**config.mk**
```make
export PLATFORM = sky130hd
export DESIGN_NAME = execute_br_pipe
export DESIGN_NICKNAME = d
export VERILOG_FILES = /design/src/rtl/br_pkg.sv /design/src/rtl/br_resolve.sv /design/src/rtl/execute_br_pipe.sv
export SDC_FILE = /design/constraint.sdc
export NUM_CORES = 1
export LEC_CHECK = 0
export CORE_UTILIZATION = 50
export CTS_BUF_LIST = sky130_fd_sc_hd__clkbuf_4
export DETAILED_ROUTE_END_ITERATION = 10
export HOLD_SLACK_MARGIN = 0.08
export PLACE_DENSITY_LB_ADDON = 0.08
export SETUP_SLACK_MARGIN = 0.02
export SLEW_MARGIN = 20
export SYNTH_ARGS = -nofsm -noshare
export SYNTH_HDL_FRONTEND = slang
export SYNTH_HIERARCHICAL = 1
export SYNTH_SLANG_ARGS = --single-unit
```
**constraint.sdc**
```tcl
create_clock -name i_clk -period 7.45 [get_ports i_clk]
set_input_delay 1.49 -clock i_clk [delete_from_list [all_inputs] [get_ports i_clk]]
set_output_delay 1.49 -clock i_clk [all_outputs]
set_load 0.01 [all_outputs]
```
**src/rtl/br_pkg.sv**
```systemverilog
// Shared definitions for the branch/jump execution pipeline: opcodes, funct3
// encodings and the bit layout of the packed instruction word.
package br_pkg;

  localparam logic [6:0] OP_BRANCH = 7'b1100011;
  localparam logic [6:0] OP_JAL    = 7'b1101111;
  localparam logic [6:0] OP_JALR   = 7'b1100111;

  localparam logic [2:0] F3_BEQ  = 3'b000;
  localparam logic [2:0] F3_BNE  = 3'b001;
  localparam logic [2:0] F3_BLT  = 3'b100;
  localparam logic [2:0] F3_BGE  = 3'b101;
  localparam logic [2:0] F3_BLTU = 3'b110;
  localparam logic [2:0] F3_BGEU = 3'b111;

  localparam int UOP_W  = 7;
  localparam int FUNC_W = 10;

  typedef enum logic [1:0] {
    K_NONE,
    K_BRANCH,
    K_JAL,
    K_JALR
  } br_kind_e;

  // Packed word, LSB first: op1, op2, rd, imm, PC, uop, brmask, func, valid.
  function automatic int off_op2(int xlen);
    return xlen;
  endfunction

  function automatic int off_rd(int xlen);
    return 2 * xlen;
  endfunction

  function automatic int off_imm(int xlen, int wreg);
    return 2 * xlen + wreg;
  endfunction

  function automatic int off_pc(int xlen, int wreg);
    return 3 * xlen + wreg;
  endfunction

  function automatic int off_uop(int xlen, int wreg);
    return 4 * xlen + wreg;
  endfunction

  function automatic int off_brm(int xlen, int wreg);
    return 4 * xlen + wreg + UOP_W;
  endfunction

  function automatic int off_func(int xlen, int wreg, int wbrm);
    return 4 * xlen + wreg + UOP_W + wbrm;
  endfunction

  function automatic int off_valid(int xlen, int wreg, int wbrm);
    return 4 * xlen + wreg + UOP_W + wbrm + FUNC_W;
  endfunction

  function automatic int instr_width(int xlen, int wreg, int wbrm);
    return 4 * xlen + wreg + wbrm + UOP_W + FUNC_W + 1;
  endfunction

  function automatic br_kind_e decode_kind(logic [6:0] uop);
    case (uop)
      OP_BRANCH: return K_BRANCH;
      OP_JAL:    return K_JAL;
      OP_JALR:   return K_JALR;
      default:   return K_NONE;
    endcase
  endfunction

endpackage

```
**src/rtl/br_resolve.sv**
```systemverilog
// Combinational branch/jump resolution: condition compare, next-PC target,
// link value and mispredict detection against the predicted next PC.
module br_resolve
  import br_pkg::*;
#(
  parameter int XLEN      = 32,
  parameter int WIDTH_REG = 7
) (
  input  logic [6:0]           uop_i,
  input  logic [2:0]           funct3_i,
  input  logic [XLEN-1:0]      op1_i,
  input  logic [XLEN-1:0]      op2_i,
  input  logic [XLEN-1:0]      imm_i,
  input  logic [XLEN-1:0]      pc_i,
  input  logic [XLEN-1:0]      pc_next_i,
  input  logic [WIDTH_REG-1:0] rd_i,
  output logic                 ok_o,
  output logic [XLEN-1:0]      target_o,
  output logic [XLEN-1:0]      link_o,
  output logic                 we_o,
  output logic                 mispredict_o
);

  br_kind_e        kind;
  logic            taken;
  logic [XLEN-1:0] pc_plus_imm;
  logic [XLEN-1:0] jalr_sum;

  assign kind        = decode_kind(uop_i);
  assign pc_plus_imm = pc_i + imm_i;
  assign jalr_sum    = op1_i + imm_i;
  assign link_o      = pc_i + XLEN'(4);

  always_comb begin
    taken = 1'b0;
    case (funct3_i)
      F3_BEQ:  taken = (op1_i == op2_i);
      F3_BNE:  taken = (op1_i != op2_i);
      F3_BLT:  taken = ($signed(op1_i) <  $signed(op2_i));
      F3_BGE:  taken = ($signed(op1_i) >= $signed(op2_i));
      F3_BLTU: taken = (op1_i <  op2_i);
      F3_BGEU: taken = (op1_i >= op2_i);
      default: taken = 1'b0;
    endcase
  end

  always_comb begin
    target_o = link_o;
    case (kind)
      K_BRANCH: target_o = taken ? pc_plus_imm : link_o;
      K_JAL:    target_o = pc_plus_imm;
      K_JALR:   target_o = {jalr_sum[XLEN-1:1], 1'b0};
      default:  target_o = link_o;
    endcase
  end

  assign ok_o         = (kind != K_NONE);
  assign we_o         = ((kind == K_JAL) || (kind == K_JALR)) && (rd_i != '0);
  assign mispredict_o = (target_o != pc_next_i);

endmodule

```
**src/rtl/execute_br_pipe.sv**
```systemverilog
// Pipelined branch/jump execution unit. Every in-flight op keeps its branch
// mask current against the kill/clear broadcasts; results are registered.
module execute_br_pipe
  import br_pkg::*;
#(
  parameter int XLEN      = 32,
  parameter int WIDTH_REG = 7,
  parameter int WIDTH_BRM = 4,
  parameter int STAGES    = 2,
  parameter int WIDTH     = 4*XLEN + WIDTH_REG + WIDTH_BRM + 7 + 10 + 1
) (
  input  logic                 i_clk,
  input  logic                 i_rst_n,
  input  logic [WIDTH-1:0]     i_instr,
  input  logic [XLEN-1:0]      i_PCNext,
  input  logic [WIDTH_BRM-1:0] i_brtag,
  input  logic [WIDTH_BRM-1:0] i_kill_mask,
  input  logic [WIDTH_BRM-1:0] i_clr_mask,
  output logic                 o_valid,
  output logic                 o_we,
  output logic [WIDTH_REG-1:0] o_addr,
  output logic [XLEN-1:0]      o_data,
  output logic [XLEN-1:0]      o_PC,
  output logic                 o_brkill,
  output logic                 o_brok,
  output logic [WIDTH_BRM-1:0] o_brmask
);

  localparam int F_OP2   = off_op2(XLEN);
  localparam int F_RD    = off_rd(XLEN);
  localparam int F_IMM   = off_imm(XLEN, WIDTH_REG);
  localparam int F_PC    = off_pc(XLEN, WIDTH_REG);
  localparam int F_UOP   = off_uop(XLEN, WIDTH_REG);
  localparam int F_BRM   = off_brm(XLEN, WIDTH_REG);
  localparam int F_FUNC  = off_func(XLEN, WIDTH_REG, WIDTH_BRM);
  localparam int F_VALID = off_valid(XLEN, WIDTH_REG, WIDTH_BRM);

  typedef struct packed {
    logic [XLEN-1:0]      op1;
    logic [XLEN-1:0]      op2;
    logic [XLEN-1:0]      imm;
    logic [XLEN-1:0]      pc;
    logic [XLEN-1:0]      pc_next;
    logic [WIDTH_REG-1:0] rd;
    logic [6:0]           uop;
    logic [2:0]           funct3;
    logic [WIDTH_BRM-1:0] tag;
  } pay_t;

  pay_t                 in_pay;
  logic                 in_valid;
  logic [WIDTH_BRM-1:0] in_mask;
  logic [WIDTH_BRM-1:0] kill_or_clr;
  logic                 unused_func_hi;

  always_comb begin
    in_pay         = '0;
    in_pay.op1     = i_instr[0 +: XLEN];
    in_pay.op2     = i_instr[F_OP2 +: XLEN];
    in_pay.rd      = i_instr[F_RD +: WIDTH_REG];
    in_pay.imm     = i_instr[F_IMM +: XLEN];
    in_pay.pc      = i_instr[F_PC +: XLEN];
    in_pay.uop     = i_instr[F_UOP +: 7];
    in_pay.funct3  = i_instr[F_FUNC +: 3];
    in_pay.pc_next = i_PCNext;
    in_pay.tag     = i_brtag;
  end

  assign in_valid       = i_instr[F_VALID];
  assign in_mask        = i_instr[F_BRM +: WIDTH_BRM];
  assign kill_or_clr    = i_kill_mask | i_clr_mask;
  // Only funct3 matters to this unit; the upper func bits are don't-care.
  assign unused_func_hi = ^i_instr[F_FUNC+3 +: 7];

  // Op feeding the output register, after any intermediate stages.
  pay_t                 last_pay;
  logic                 last_valid;
  logic [WIDTH_BRM-1:0] last_mask;

  if (STAGES == 1) begin : g_direct
    assign last_pay   = in_pay;
    assign last_valid = in_valid;
    assign last_mask  = in_mask;
  end else begin : g_pipe
    pay_t                 pay_q   [STAGES-1];
    logic                 valid_q [STAGES-1];
    logic [WIDTH_BRM-1:0] mask_q  [STAGES-1];
    logic                 valid_d [STAGES-1];
    logic [WIDTH_BRM-1:0] mask_d  [STAGES-1];

    // Kill wins over clear: a killed op is dropped, so its mask no longer matters.
    always_comb begin
      valid_d[0] = in_valid && ((in_mask & i_kill_mask) == '0);
      mask_d[0]  = in_mask & ~kill_or_clr;
      for (int k = 1; k < STAGES - 1; k++) begin
        valid_d[k] = valid_q[k-1] && ((mask_q[k-1] & i_kill_mask) == '0);
        mask_d[k]  = mask_q[k-1] & ~kill_or_clr;
      end
    end

    always_ff @(posedge i_clk) begin
      if (!i_rst_n) begin
        for (int k = 0; k < STAGES - 1; k++) valid_q[k] <= 1'b0;
      end else begin
        for (int k = 0; k < STAGES - 1; k++) valid_q[k] <= valid_d[k];
      end
      pay_q[0] <= in_pay;
      for (int k = 1; k < STAGES - 1; k++) pay_q[k] <= pay_q[k-1];
      for (int k = 0; k < STAGES - 1; k++) mask_q[k] <= mask_d[k];
    end

    assign last_pay   = pay_q[STAGES-2];
    assign last_valid = valid_q[STAGES-2];
    assign last_mask  = mask_q[STAGES-2];
  end

  logic            res_ok;
  logic [XLEN-1:0] res_target;
  logic [XLEN-1:0] res_link;
  logic            res_we;
  logic            res_mispredict;

  br_resolve #(
    .XLEN      (XLEN),
    .WIDTH_REG (WIDTH_REG)
  ) u_resolve (
    .uop_i        (last_pay.uop),
    .funct3_i     (last_pay.funct3),
    .op1_i        (last_pay.op1),
    .op2_i        (last_pay.op2),
    .imm_i        (last_pay.imm),
    .pc_i         (last_pay.pc),
    .pc_next_i    (last_pay.pc_next),
    .rd_i         (last_pay.rd),
    .ok_o         (res_ok),
    .target_o     (res_target),
    .link_o       (res_link),
    .we_o         (res_we),
    .mispredict_o (res_mispredict)
  );

  logic                 fire_d;
  logic                 valid_d_out;
  logic                 we_d;
  logic [WIDTH_REG-1:0] addr_d;
  logic [XLEN-1:0]      data_d;
  logic [XLEN-1:0]      pc_d;
  logic                 brkill_d;
  logic                 brok_d;
  logic [WIDTH_BRM-1:0] brmask_d;

  assign fire_d = last_valid && ((last_mask & i_kill_mask) == '0) && res_ok;

  // Everything is forced to zero when nothing fires so idle cycles stay quiet.
  always_comb begin
    valid_d_out = fire_d;
    we_d        = fire_d && res_we;
    addr_d      = fire_d ? last_pay.rd : '0;
    data_d      = fire_d ? res_link : '0;
    pc_d        = fire_d ? res_target : '0;
    brkill_d    = fire_d && res_mispredict;
    brok_d      = fire_d && !res_mispredict;
    brmask_d    = fire_d ? last_pay.tag : '0;
  end

  logic                 valid_q;
  logic                 we_q;
  logic [WIDTH_REG-1:0] addr_q;
  logic [XLEN-1:0]      data_q;
  logic [XLEN-1:0]      pc_q;
  logic                 brkill_q;
  logic                 brok_q;
  logic [WIDTH_BRM-1:0] brmask_q;

  always_ff @(posedge i_clk) begin
    if (!i_rst_n) begin
      valid_q  <= 1'b0;
      we_q     <= 1'b0;
      addr_q   <= '0;
      data_q   <= '0;
      pc_q     <= '0;
      brkill_q <= 1'b0;
      brok_q   <= 1'b0;
      brmask_q <= '0;
    end else begin
      valid_q  <= valid_d_out;
      we_q     <= we_d;
      addr_q   <= addr_d;
      data_q   <= data_d;
      pc_q     <= pc_d;
      brkill_q <= brkill_d;
      brok_q   <= brok_d;
      brmask_q <= brmask_d;
    end
  end

  assign o_valid  = valid_q;
  assign o_we     = we_q;
  assign o_addr   = addr_q;
  assign o_data   = data_q;
  assign o_PC     = pc_q;
  assign o_brkill = brkill_q;
  assign o_brok   = brok_q;
  assign o_brmask = brmask_q;

endmodule
```
# After elaboration in Yosys (flattened, before gate mapping)
# Memories as Yosys holds them, arrays and structs flattened.
# Cells that the tools add are included.
# word_totals
output_inout_bits	79
ramBits	186
reg_bits	79
n_memories	3
# mem_list
memory	depth	width	rd	rd_clocked_by_memory_dff	write_ports	line	rtl
g_pipe.pay_q	1	181	1	0	1	execute_br_pipe.sv:85	pay_t pay_q [STAGES-1];
g_pipe.mask_q	1	4	1	0	1	execute_br_pipe.sv:87	logic [WIDTH_BRM-1:0] mask_q [STAGES-1];
g_pipe.valid_q	1	1	1	0	1	execute_br_pipe.sv:86	logic valid_q [STAGES-1];
# op_classes
add_sub_neg	3
n_eq_ne	14
n_bitwise	5
order_cmp	4
reduce_logical	16
mux	8
# op_table
cell	n
one-hot mux 32 bit (3 select lines)	1
adder 32 bit	2
greater-or-equal comparator 32 bit	2
< comparator 32 bit	2
!= test 32 bit	2
adder 32 x 3 -> 32 bit, second input constant	1
== test 32 bit	1
two-way mux 32 bit	1
== test 7 bit, second input constant	3
bitwise AND 4 bit	3
== test 3 bit, second input constant	4
zero test 4 bit	2
logical AND 1 bit	7
nonzero test 7 bit	1
one-hot mux 1 bit (6 select lines)	1
one-hot mux 2 bit (3 select lines)	1
== test 2 bit, second input constant	2
two-way mux 1 bit	4
NOT 4 bit	1
bitwise OR 4 bit	1
== test 3 x 1 -> 1 bit, second input constant	1
zero test 3 bit	1
== test 2 x 1 -> 1 bit, second input constant	1
AND reduction 2 bit	1
other kinds (4)	4

# Depth between registers and ports, before layout
# Gate-level depths: netlist of run 1.
# depth
ltp_word	7
mapped_depth	20
depth_no_buf	18

# Hierarchy
# The synthesis of run 1 kept the hierarchy.
# by_module_without_submodules
mod	n_inst	cells_per_inst	area_per_inst_um2	seq_area_each_um2
br_resolve	1	954	6601.3	0.0
execute_br_pipe	1	457	6372.4	5305.1

# Least setup slack after synthesis of run 1
# No wires, ideal clock.
# synth_path
kind	register -> register
start	memory g_pipe.pay_q[0][67] (netlist name)
end	register brok_q (netlist: o_brok)
required_ns	7.358
stages_incl_launch_ff	17
arrival_ns	3.850
synth_period_minus_slack_ns	3.942
setup_slack_ns	3.508
cell_sequence	dfxtp_1 > ha_1 > a21o_1 > a21o_1 > a211o_1 > a221o_1 > a41oi_1 > o21ai_0 > a31o_2 > a21oi_1 > xnor2_1 > o221ai_1 > xnor2_1 > o2111ai_1 > a2111oi_0 > nand4b_1 > nor4_1
# synth_between
elab_chain_cells	7
elab_cells_between_ends	8
cone_classes	add/sub (2); eq/ne (1); mux (2); reduce/logical (2); memory (1)
# synth_rtl
item	line	rtl
start, declared	execute_br_pipe.sv:85	
memory read (1 x 181 bit) *	--	
adder 32 x 3 -> 32 bit / adder 32 bit (equally long branches)	br_resolve.sv:32, br_resolve.sv:30	
two-way mux 32 bit	br_resolve.sv:50	K_BRANCH: target_o = taken ? pc_plus_imm : link_o;
one-hot mux 32 bit (3 select lines) *	br_resolve.sv:49	case (kind)
via res_target[31]	execute_br_pipe.sv:118	logic [XLEN-1:0] res_target;
!= test 32 bit *	br_resolve.sv:59	assign mispredict_o = (target_o != pc_next_i);
via res_mispredict	execute_br_pipe.sv:121	logic res_mispredict;
zero test 1 bit *	execute_br_pipe.sv:162	brok_d = fire_d && !res_mispredict;
logical AND 1 bit *	execute_br_pipe.sv:162	
end signal, assigned	execute_br_pipe.sv:192	brok_q <= brok_d;
end, declared	execute_br_pipe.sv:172	logic brok_q;
# Mark *: on every way through the listed nets, which the timed path passes. The rest lies on a longest branch.
# A chain may end at the register's enable or synchronous reset.

# Final worst setup path of run 1
# layout_path
start	memory g_pipe.pay_q[0][55] (netlist name)
end	register brok_q (netlist: o_brok)
# layout_between
elab_chain_cells	7
elab_cells_between_ends	8
cone_classes	add/sub (2); eq/ne (1); mux (2); reduce/logical (2); memory (1)
# layout_rtl
item	line
memory read (1 x 181 bit) *	--
adder 32 x 3 -> 32 bit / adder 32 bit (equally long branches)	br_resolve.sv:32, br_resolve.sv:30
two-way mux 32 bit	br_resolve.sv:50
one-hot mux 32 bit (3 select lines) *	br_resolve.sv:49
!= test 32 bit *	br_resolve.sv:59
via res_mispredict	execute_br_pipe.sv:121
zero test 1 bit *	execute_br_pipe.sv:162
logical AND 1 bit *	execute_br_pipe.sv:162
# Marked as above.

==> results.md, run 1 <==
* Met2 Usage GRT at 47.27%
* Placed insts at 1977
* CTS buffer count at 69
* Crit path largest cell delay at 0.61 ns
* Class of the worst hold path: reg2reg
* Clock sink total at 265
* Total Routing Usage GR at 30.86%
* Postcts setup bufs at 0
* Total power at 3.298 mW
* Leak at 7.059 nW
* Skew final at 0.05738 ns
* Drt total wl at 41110 um
* Port Buffer Count at 274
* Setup Crit Path Kind: reg2reg
* Final period utilization at 72.52%
* CP cell instances: ha_1, inv_1, nor4_4, nand3_1, xor2_1, o22ai_1, nor3_1, o22ai_1, nor4_1, nand4_1, a2111oi_1, nand4_1, nor4_2, o221ai_1, nand4b_1, nor4_1
* Final hold vios at 0
* Hold_ws at 0.4197 ns
* Worst Setup End Kind: flip-flop
* Core Rows at 58
* WP data required at 8.02 ns
* Routability cong. at 0.9299
* Max-Cap Viols at 0
* Net Count, Synth at 1710
* Met3 Use GR at 7.440%
* CP max stage cell: dfxtp_1
* Finished Layout Cells at 2092
* Worst setup SP type: flip-flop
* Wire length per cell at 19.65 um
* Critical path arrival at 5.97 ns
* CTS tree: done
* I/O Pins at 282
* Slew @ Worst Pin at 0.9931 ns
* Max-slew violation count at 0
* Largest net degree at the start of global routing at 80
* VDD IR-drop max at 0.0001668 V
* Drc violations at 0
* # hold bufs at CTS at 0
* M1 GR Usage at 42.02%
* Highest net fanout along the worst path at 9
* Pwr dens at 197.5 mW/mm^2
* Critical path's top delay family: simple AND/OR/NAND/NOR gates
* Layout Utilization at 65.94%
* CTS clk-pin slew, worst paths at 0.06 ns
* Final nets at 2017
* Status: finished, final reports clean
* Detailed-placement wirelength estimate at 31790 um
* Setup_tns at 0 ns
* #FFs+latches synth at 265
* Initial antenna violation count at 1
* Final setup viols at 0
* Ys async rst share at 0%
* Grt total ovfl at 0
* Area of the core at 0.02533 mm^2
* GRT Max-Usage Layer: met2
* Die Ht at 163.1 um
* Number of synthesized flops with an enable pin at 0
* Seq/Total Area, Yosys at 40.89%
* DRT Pass-1 Iters at 7
* Vias in the first global route at 11436
* Worst-case clock buffer depth at 3
* Min Clock Period, post-route at 5.403 ns
* Area Overhead vs Synth at 28.72%
* Synth warn at 6
* Vias after detailed routing at 12000
* Detail Route Antenna Nets at 0
* Critical hold path startpoint: g_pipe.pay_q[0][0]$_DFF_P_
* Slew HR at 33.79%
* Effective utilization at floorplan at 51.23%
* Fraction of layout instances using a drive strength above 1 at 8.651%
* Max Freq at 185.1 MHz
* Unique masters post-synth at 93
* Clk_lat worst skew at 0.68 ns
* Primary FF master, synth: dfxtp_1
* DIE AREA at 0.02660 mm^2
* First-pass GRT wire length at 62500 um
* Mapped Cells at 1411
* WP buf/inv at 1
* Setup crit start: g_pipe.pay_q[0][55]$_DFF_P_
* Max H-tree Level at 3
* RR Startpoint: g_pipe.pay_q[0][55]$_DFF_P_
* Cell Area, Synth at 0.01297 mm^2
* Vias/cell at 5.736
* Clock root cell: clkbuf_4
* Post-CTS Resized at 0
* DR iter-0 viols at 859
* Syn avg cell area at 9.195 um^2
* Unrepaired setup endpoints after global routing: false
* Die W at 163.1 um
==> power breakdown <==
group	switching (mW)	internal (mW)	total (mW)
registers	0.0531	1.47	1.52
clock network	0.569	0.556	1.12
logic	0.355	0.294	0.649
==> per-stage QoR <==
stage,cell area (um^2),setup slack [ns]
detailed placement,15930,2.114
finish,16700,2.047
global route,16700,1.904
floorplan,12970,3.508
global placement,15930,2.199
CTS,16690,2.097
==> cell families (layout without fill, tap and decap cells) <==
group | Yosys count | after routing | synth area share [%]
adders and majority gates | 96 | 96 | 9.374
DFF | 265 | 265 | 40.89
buffers and inverters | 198 | 544 | 6.577
muxes | 8 | 8 | 0.6172
xor gates and xnor gates | 97 | 97 | 6.548
and+or+nand+nor | 399 | 399 | 17.45
other | 0 | 5 | 0
AOI/OAI and AO/OA | 348 | 348 | 18.55
==> layout by cell type, fill, tap and decap left out, drive strengths merged, types with 9 or more instances in the layout <==
cell type / instances
a31oi: 16
inv: 155
nand3: 37
o22ai: 19
dfxtp: 265
and2: 9
xor2: 36
ha: 94
nand2: 83
nor3: 27
nand4: 23
nor2: 62
a21o: 39
o21ai: 64
o221ai: 9
clkbuf: 89
clkdlybuf4s50: 274
a211oi: 21
nor4: 94
clkinv: 14
o211ai: 13
o21bai: 10
and3: 15
buf: 9
xnor2: 61
o21a: 9
a22oi: 9
a21oi: 67
==> state kept, by name (all words and copies together) (netlist names) <==
name and cells:
o_PC 32, o_brkill 1, g_pipe.mask_q 4, g_pipe.valid_q 1, o_addr 7, g_pipe.pay_q 181
o_brmask 4, o_we 1, o_data 32, o_brok 1, o_valid 1
==> path summary, 6_finish.rpt <==
path	cells past startpoint	slack, ns	endpoint
worst min-delay path	2	0.42	o_brmask[0]$_SDFF_PN0_
worst max-delay path	16	2.05	o_brok$_SDFF_PN0_
worst min register to register	2	0.42	o_brmask[0]$_SDFF_PN0_
worst max register to register	16	2.05	o_brok$_SDFF_PN0_
==> routing by layer <==
| metal | up-vias | share of wire, % | wire length [um] |
|---|---|---|---|
| li1 | 5775 | - | - |
| met1 | 5574 | 45 | 18380 |
| met2 | 570 | 43 | 17840 |
| met3 | 81 | 9.2 | 3773 |
| met4 | 0 | 2.7 | 1118 |
| met5 | - | 0 | 0 |
==> final cells by class <==
class / instances / area [um^2]
antenna: 5 / 12.51
clock buffer: 89 / 668.1
clock inverter: 21 / 93.84
fill: 2092 / 8627
inverter: 151 / 566.8
multi-input combinational: 948 / 6830
sequential: 265 / 5305
tap: 330 / 412.9
timing repair buffer: 283 / 2810
==> Yosys cell counts (all sizes together) (6+ instances only) <==
library cell,instances,area [um^2]
a21o,39,292.8
dfxtp,265,5305
and4,6,52.55
and2,9,56.30
o2111ai,8,70.07
xnor2,61,534.3
o21ai,64,324.1
o211ai,13,97.59
nor2,62,237.7
a22oi,9,67.56
mux2i,8,80.08
o21bai,10,75.07
a21oi,67,339.1
nor3,27,145.1
nor4,94,693.2
inv,151,566.8
ha,94,1176
o221ai,9,78.83
nor3b,6,45.04
or3,6,38.79
o21a,9,67.56
buf,22,145.1
a31oi,16,115.1
nand2,83,314.1
and3,15,95.09
nand4,23,180.2
nor2b,8,50.05
nand3,37,185.2
o22ai,19,118.9
xor2,36,315.3
a211oi,21,157.7
clkbuf,23,120.1
==> tightest hold or removal path, stage by stage, from the launching register on <==
cell,delay (ns)
dfxtp_1,0.29
inv_1,0.04
nor4_1,0.04
Power figures use the tool's default switching activity.
==> inputs of run 2 (changes only) <==
==> constraint.sdc (replaced) <==
create_clock -name i_clk -period 5.5 [get_ports i_clk]
set_input_delay 1.1 -clock i_clk [delete_from_list [all_inputs] [get_ports i_clk]]
set_output_delay 1.1 -clock i_clk [all_outputs]
set_load 0.01 [all_outputs]
==> run 2 against run 1 <==
Routed wire length grew 1.1%. Sequential share of layout area shrank 0.38 points. Fmax grew 7.7%. Sequential power grew 36%. Largest power group unchanged. Clock skew shrank 0.0045 ns. Clock power grew 54%. Combinational power grew 37%.
==> results.md, run 2 (synthesized netlist as in run 1, its figures left out) <==
* Detail Route Antenna Nets at 0
* I/O Pins at 282
* RR Startpoint: g_pipe.pay_q[0][61]$_DFF_P_
* Clk_lat worst skew at 0.68 ns
* Unrepaired setup endpoints after global routing: false
* Max Freq at 199.3 MHz
* Routability cong. at 0.9616
* Commonest cells after routing, fill and taps aside: 274 x clkdlybuf4s50_1, 265 x dfxtp_1, 151 x inv_1
* R2R cell count at 16
* Grt total ovfl at 0
* Largest net degree at the start of global routing at 80
* Wire length per cell at 19.78 um
* Initial antenna violation count at 1
* Area of the core at 0.02533 mm^2
* Die Ht at 163.1 um
* Fill count at 2050
* Final setup viols at 0
* Class of the worst hold path: reg2reg
* R2r endpoint: o_brok$_SDFF_PN0_
* Critical path's top delay family: simple AND/OR/NAND/NOR gates
* Min Clock Period, post-route at 5.017 ns
* # hold bufs at CTS at 0
* Worst path depth at 16
* DRT Pass-1 Iters at 5
* Post-CTS Resized at 0
* Worst-case clock buffer depth at 3
* Clock root cell: clkbuf_4
* Max-Cap Viols at 0
* Area of the multi-input gates at 0.006830 mm^2
* Top reg by flops: g_pipe.pay_q
* Effective utilization at floorplan at 51.23%
* Vias in the first global route at 11573
* VDD IR-drop max at 0.0002228 V
* Commonest non-fill, non-tap cell in the layout: clkdlybuf4s50_1
* Final nets at 2029
* Total Routing Usage GR at 30.92%
* Slew HR at 34.47%
* Max-slew violation count at 0
* CTS tree: done
* Critical hold path startpoint: g_pipe.pay_q[0][0]$_DFF_P_
* Drt total wl at 41570 um
* DR iter-0 viols at 922
* Setup crit start: g_pipe.pay_q[0][61]$_DFF_P_
* CTS clk-pin slew, worst paths at 0.07 ns
* DIE AREA at 0.02660 mm^2
* Max H-tree Level at 3
* Finished Layout Cells at 2102
* Setup_tns at 0 ns
* Core Rows at 58
* Area Overhead vs Synth at 30.28%
* Slew @ Worst Pin at 0.9830 ns
* Vias/cell at 5.738
* Drc violations at 0
* Vias after detailed routing at 12061
* Clock sink total at 265
* CP cell instances: nand4_2, nor4_1, nand4_1, xor2_1, nor2_1, a211oi_1, o21ai_0, nor4_1, nand4_1, a2111oi_1, buf_4, nand4_1, nor4_2, o221ai_1, nand4b_1, nor4_1
* Crit path largest cell delay at 0.63 ns
* CTS buffer count at 67
* Pwr dens at 277.1 mW/mm^2
* Total area of sequential cells at 0.005305 mm^2
* Flop2flop setup slack at 0.48 ns
* Final period utilization at 91.21%
* CP max stage cell: nor4_1
* Postcts setup bufs at 0
* Skew final at 0.05289 ns
* Final hold vios at 0
* Setup Crit Path Kind: reg2reg
* Port Buffer Count at 274
* Detailed-placement wirelength estimate at 32060 um
* Fraction of layout instances using a drive strength above 1 at 9.497%
* Leak at 7.185 nW
* Placed insts at 1991
* WP data required at 6.06 ns
* CP Capture Point: o_brok$_SDFF_PN0_
* Status: finished, final reports clean
* Critical path arrival at 5.58 ns
* Worst setup SP type: flip-flop
* Highest net fanout along the worst path at 7
* First-pass GRT wire length at 63150 um
* Die W at 163.1 um
* Worst Setup End Kind: flip-flop
* Max reg flops at 181
* WP buf/inv at 1
[run 2: cell types whose count changed in the layout (fill, tap and decap cells not counted), sizes merged]
cell,before,now
clkinvlp,3,0
inv,155,153
clkbuf,89,94
diode,5,3
buf,9,23
bufinv,0,4
clkinv,14,8
[run 2: area by class of cell]
| class | count | area share, % |
|---|---|---|
| Sequential cell | 265 | 31.39 |
| Multi-Input combinational cell | 948 | 40.41 |
| Clock buffer | 94 | 4.175 |
| Antenna cell | 3 | 0.04441 |
| Tap cell | 330 | 2.443 |
| Clock inverter | 14 | 0.9401 |
| Timing Repair Buffer | 297 | 17.25 |
| Inverter | 151 | 3.353 |
[run 2: worst min path at each step]
stage	endpoint	cells past startpoint	slack, ns
after floorplan	o_brmask[0]$_SDFF_PN0_	2	0.40
after global placement	o_brmask[1]$_SDFF_PN0_	2	0.40
after detailed placement	o_brmask[0]$_SDFF_PN0_	2	0.41
after CTS	o_brmask[0]$_SDFF_PN0_	2	0.42
after global routing	o_brmask[1]$_SDFF_PN0_	2	0.43
final	o_brmask[0]$_SDFF_PN0_	2	0.42
[run 2: power breakdown]
part	internal (mW)	switching, mW
clock	0.968	0.764
sequential	1.99	0.0703
combinational	0.401	0.487
[run 2: per-stage QoR]
step           power (mW)  setup slack (ns)  hold slack [ns]  util, %  instance area, um^2
2_1_floorplan       2.619             1.558           0.4003        -                12970
6_report            4.684            0.4834           0.4172    66.74                16900
4_1_cts             4.715            0.5349           0.4180    66.71                16900
5_1_grt             4.914           0.08784           0.4326    66.74                16900
3_3_place_gp        2.949            0.6579           0.4035    63.29                16030
3_5_place_dp        2.962            0.5373           0.4056    63.29                16030
[run 2: tightest hold or removal path, stage by stage, from the launching register on]
cell,delay [ns]
dfxtp_1,0.30
inv_1,0.04
nor4_1,0.04
[run 2: layer usage]
layer  global-route usage, %  share of wire [%]
met5                       0                  0
met4                   9.218                2.0
met3                   5.790                9.6
met2                   48.74                 44
met1                   42.76                 44
==> inputs of run 3 (changes only) <==
--- a/config.mk
+++ b/config.mk
@@ -5,8 +5,10 @@
 export SDC_FILE = /design/constraint.sdc
 export NUM_CORES = 1
 export LEC_CHECK = 0
+export ABC_AREA = 1
 export CORE_UTILIZATION = 50
 export CTS_BUF_LIST = sky130_fd_sc_hd__clkbuf_4
+export CTS_CLUSTER_DIAMETER = 200
 export DETAILED_ROUTE_END_ITERATION = 10
 export HOLD_SLACK_MARGIN = 0.08
 export PLACE_DENSITY_LB_ADDON = 0.08
==> constraint.sdc (replaced) <==
create_clock -name i_clk -period 5.4 [get_ports i_clk]
set_input_delay 1.08 -clock i_clk [delete_from_list [all_inputs] [get_ports i_clk]]
set_output_delay 1.08 -clock i_clk [all_outputs]
set_load 0.01 [all_outputs]
==> run 3 against run 2 <==
The flow now finishes with violations (design-rule violations). Global-route usage decreased by 0.40 points. Sequential share of layout area is 0.98 points lower. Fmax grew 17%. Final area is 3.2% higher. Power down 0.58%. Sequential power barely moved. Synthesized cell count rose by 32%. Synthesized area rose by 3.9%. Critical path type unchanged. Largest cell class unchanged. Largest power group unchanged.
==> results.md, run 3 <==
* Wire length per cell at 16.16 um
* Final period utilization at 79.29%
* Leak at 8.541 nW
* Largest net degree at the start of global routing at 45
* CTS tree: done
* Final hold vios at 0
* Effective utilization at floorplan at 51.28%
* VDD IR-drop max at 0.0002009 V
* Unrepaired setup endpoints after global routing: false
* Final nets at 2483
* Flop2flop setup slack at 1.12 ns
* Unique masters post-synth at 50
* CP max stage cell: nand3_4
* Synth top area cells: dfxtp_1 39%, nand2_1 11%, ha_1 8.7%
* Setup Crit Path Kind: reg2reg
* Max-Cap Viols at 0
* Setup WS post-layout at 1.118 ns
* Detail Route Antenna Nets at 0
* R2r endpoint: o_brkill$_SDFF_PN0_
* Min-Delay Path Depth at 2
* Hold_ws at 0.3979 ns
* Pwr dens at 266.9 mW/mm^2
* WP data required at 5.95 ns
* Slew HR at 49.55%
* Primary FF master, synth: dfxtp_1
* Leading area contributor after synthesis: dfxtp_1
* Cell Area, Synth at 0.01348 mm^2
* Core Rows at 59
* Seq/Total Area, Yosys at 39.36%
* Finished Layout Cells at 2570
* Worst-case clock buffer depth at 3
* Clk_lat worst skew at 0.68 ns
* Top reg by flops: g_pipe.pay_q
* Max H-tree Level at 3
* Placed Instance Area at 0.01656 mm^2
* Max Freq at 233.6 MHz
* DR iter-0 viols at 911
* CTS buffer count at 67
* Net Count, Synth at 2157
* Synth warn at 6
* Post-synth top area share at 39.36%
* Critical path arrival at 4.83 ns
* Clock sink total at 265
* RR Startpoint: g_pipe.pay_q[0][124]$_DFF_P_
* Placed insts at 2450
* Critical hold path startpoint: g_pipe.pay_q[0][3]$_DFF_P_
* Total area of sequential cells at 0.005305 mm^2
* CTS clk-pin slew, worst paths at 0.07 ns
* Port Buffer Count at 274
* Slew @ Worst Pin at 0.7489 ns
* Vias after detailed routing at 13044
* # hold bufs at CTS at 0
* Vias/cell at 5.075
* Die W at 166.2 um
* Crit-path most repeated cell: nand2_1
* Grt total ovfl at 0
* Worst Setup End Kind: flip-flop
* Fill count at 2373
* Mapped Cells at 1858
* I/O Pins at 282
* Status: finished with violations
* Routability cong. at 0.9659
* Drt total wl at 41520 um
* Commonest cells after routing, fill and taps aside: 408 x nand2_1, 311 x inv_1, 274 x clkdlybuf4s50_1
* Final setup viols at 0
* Vias in the first global route at 12609
* Design Area, Final at 0.01745 mm^2
* Total Routing Usage GR at 30.52%
* DIE AREA at 0.02761 mm^2
* First-pass GRT wire length at 65780 um
* Postcts setup bufs at 0
* Crit path largest cell delay at 0.52 ns
* Area Overhead vs Synth at 29.48%
* Min Clock Period, post-route at 4.282 ns
* Ys async rst share at 0%
* Failing checks: design-rule violations
* Initial antenna violation count at 1
* Worst setup SP type: flip-flop
* #FFs+latches synth at 265
* Clock root cell: clkbuf_4
* Die Ht at 166.2 um
* Highest net fanout along the worst path at 27
* Skew final at 0.02609 ns
* Post-CTS Resized at 0
* Class of the worst hold path: reg2reg
* Hold Path Sink: o_brmask[3]$_SDFF_PN0_
* Area of the multi-input gates at 0.006832 mm^2
* Drc violations at 19
* Total power at 4.656 mW
* Area of the core at 0.02628 mm^2
* Max reg flops at 181
* R2R cell count at 27
* Commonest non-fill, non-tap cell in the layout: nand2_1
* Setup_tns at 0 ns
* Max-slew violation count at 0
* Number of synthesized flops with an enable pin at 0
* Fraction of layout instances using a drive strength above 1 at 8.509%
* Dpl ws at 1.324 ns
* Syn avg cell area at 7.253 um^2
* Top-count cell post-synth: nand2_1
* Layout Utilization at 66.40%
* DRT Pass-1 Iters at 9
* Synth top cells by count: 408 x nand2_1, 311 x inv_1, 265 x dfxtp_1, 214 x nor2_1, 128 x nand3_1
* Detailed-placement wirelength estimate at 33460 um
run 3: cell types whose count changed after synthesis, sizes merged, moves of 33 or more:
cell,delta
a21oi,+40
nand2,+337
nand3,+105
nor2,+172
xnor2,-50
inv,+165
nor4,-89
a21o,-33
run 3: report_power, final:
part / internal, mW / total, mW / leakage (nW) / switching [mW]
clock network: 0.934 / 1.73 / 0.522 / 0.796
logic: 0.351 / 0.832 / 5.81 / 0.481
registers: 2.03 / 2.09 / 2.20 / 0.0647
run 3: cell families (layout without fill, tap and decap cells):
logic type,count (synthesis),in the layout,synth area share [%]
flops,265,265,39.36
xor+xnor,45,45,2.925
fa+ha+maj,96,96,9.024
mux,1,1,0.07428
buf+inv,342,717,9.962
simple gates,890,890,29.57
other cells,0,2,0
compound gates,219,219,9.080
run 3: cell type report:
cell class | instances | share of cell area (%)
diodes | 2 | 0.02868
clock inverters | 20 | 0.8246
well taps | 335 | 2.402
clock buffers | 98 | 4.216
inverters | 316 | 6.798
repair buffers | 283 | 16.18
multi-input cells | 1251 | 39.15
flip-flops and latches | 265 | 30.40
run 3: metal layers:
| layer | wire length, um | part of all wire, % | vias to the layer above | GRT usage, % |
|---|---|---|---|---|
| met5 | 0 | 0 | - | 0 |
| met4 | 1215 | 2.9 | 0 | 11.26 |
| met3 | 3608 | 8.7 | 72 | 6.983 |
| met2 | 18870 | 45 | 526 | 50.63 |
| met1 | 17830 | 43 | 5828 | 38.63 |
| li1 | - | - | 6618 | - |
run 3: worst max-delay path by stage:
| stage | endpoint | from | depth (start not counted) |
|---|---|---|---|
| final | o_brkill$_SDFF_PN0_ | g_pipe.pay_q[0][124]$_DFF_P_ | 27 |
| after global routing | o_brkill$_SDFF_PN0_ | g_pipe.pay_q[0][124]$_DFF_P_ | 27 |
| after CTS | o_brkill$_SDFF_PN0_ | g_pipe.pay_q[0][180]$_DFF_P_ | 26 |
| after detailed placement | o_brkill$_SDFF_PN0_ | g_pipe.pay_q[0][180]$_DFF_P_ | 26 |
| after global placement | o_brkill$_SDFF_PN0_ | g_pipe.pay_q[0][124]$_DFF_P_ | 27 |
| after floorplan | o_brkill$_SDFF_PN0_ | g_pipe.pay_q[0][53]$_DFF_P_ | 24 |
run 3: critical path: cells and delay by family, from the launching register on:
kind / cells / cell delay [ns]
simple gates: 24 / 3.37
buf+inv: 2 / 0.12
flops: 1 / 0.32
fa+ha+maj: 1 / 0.29
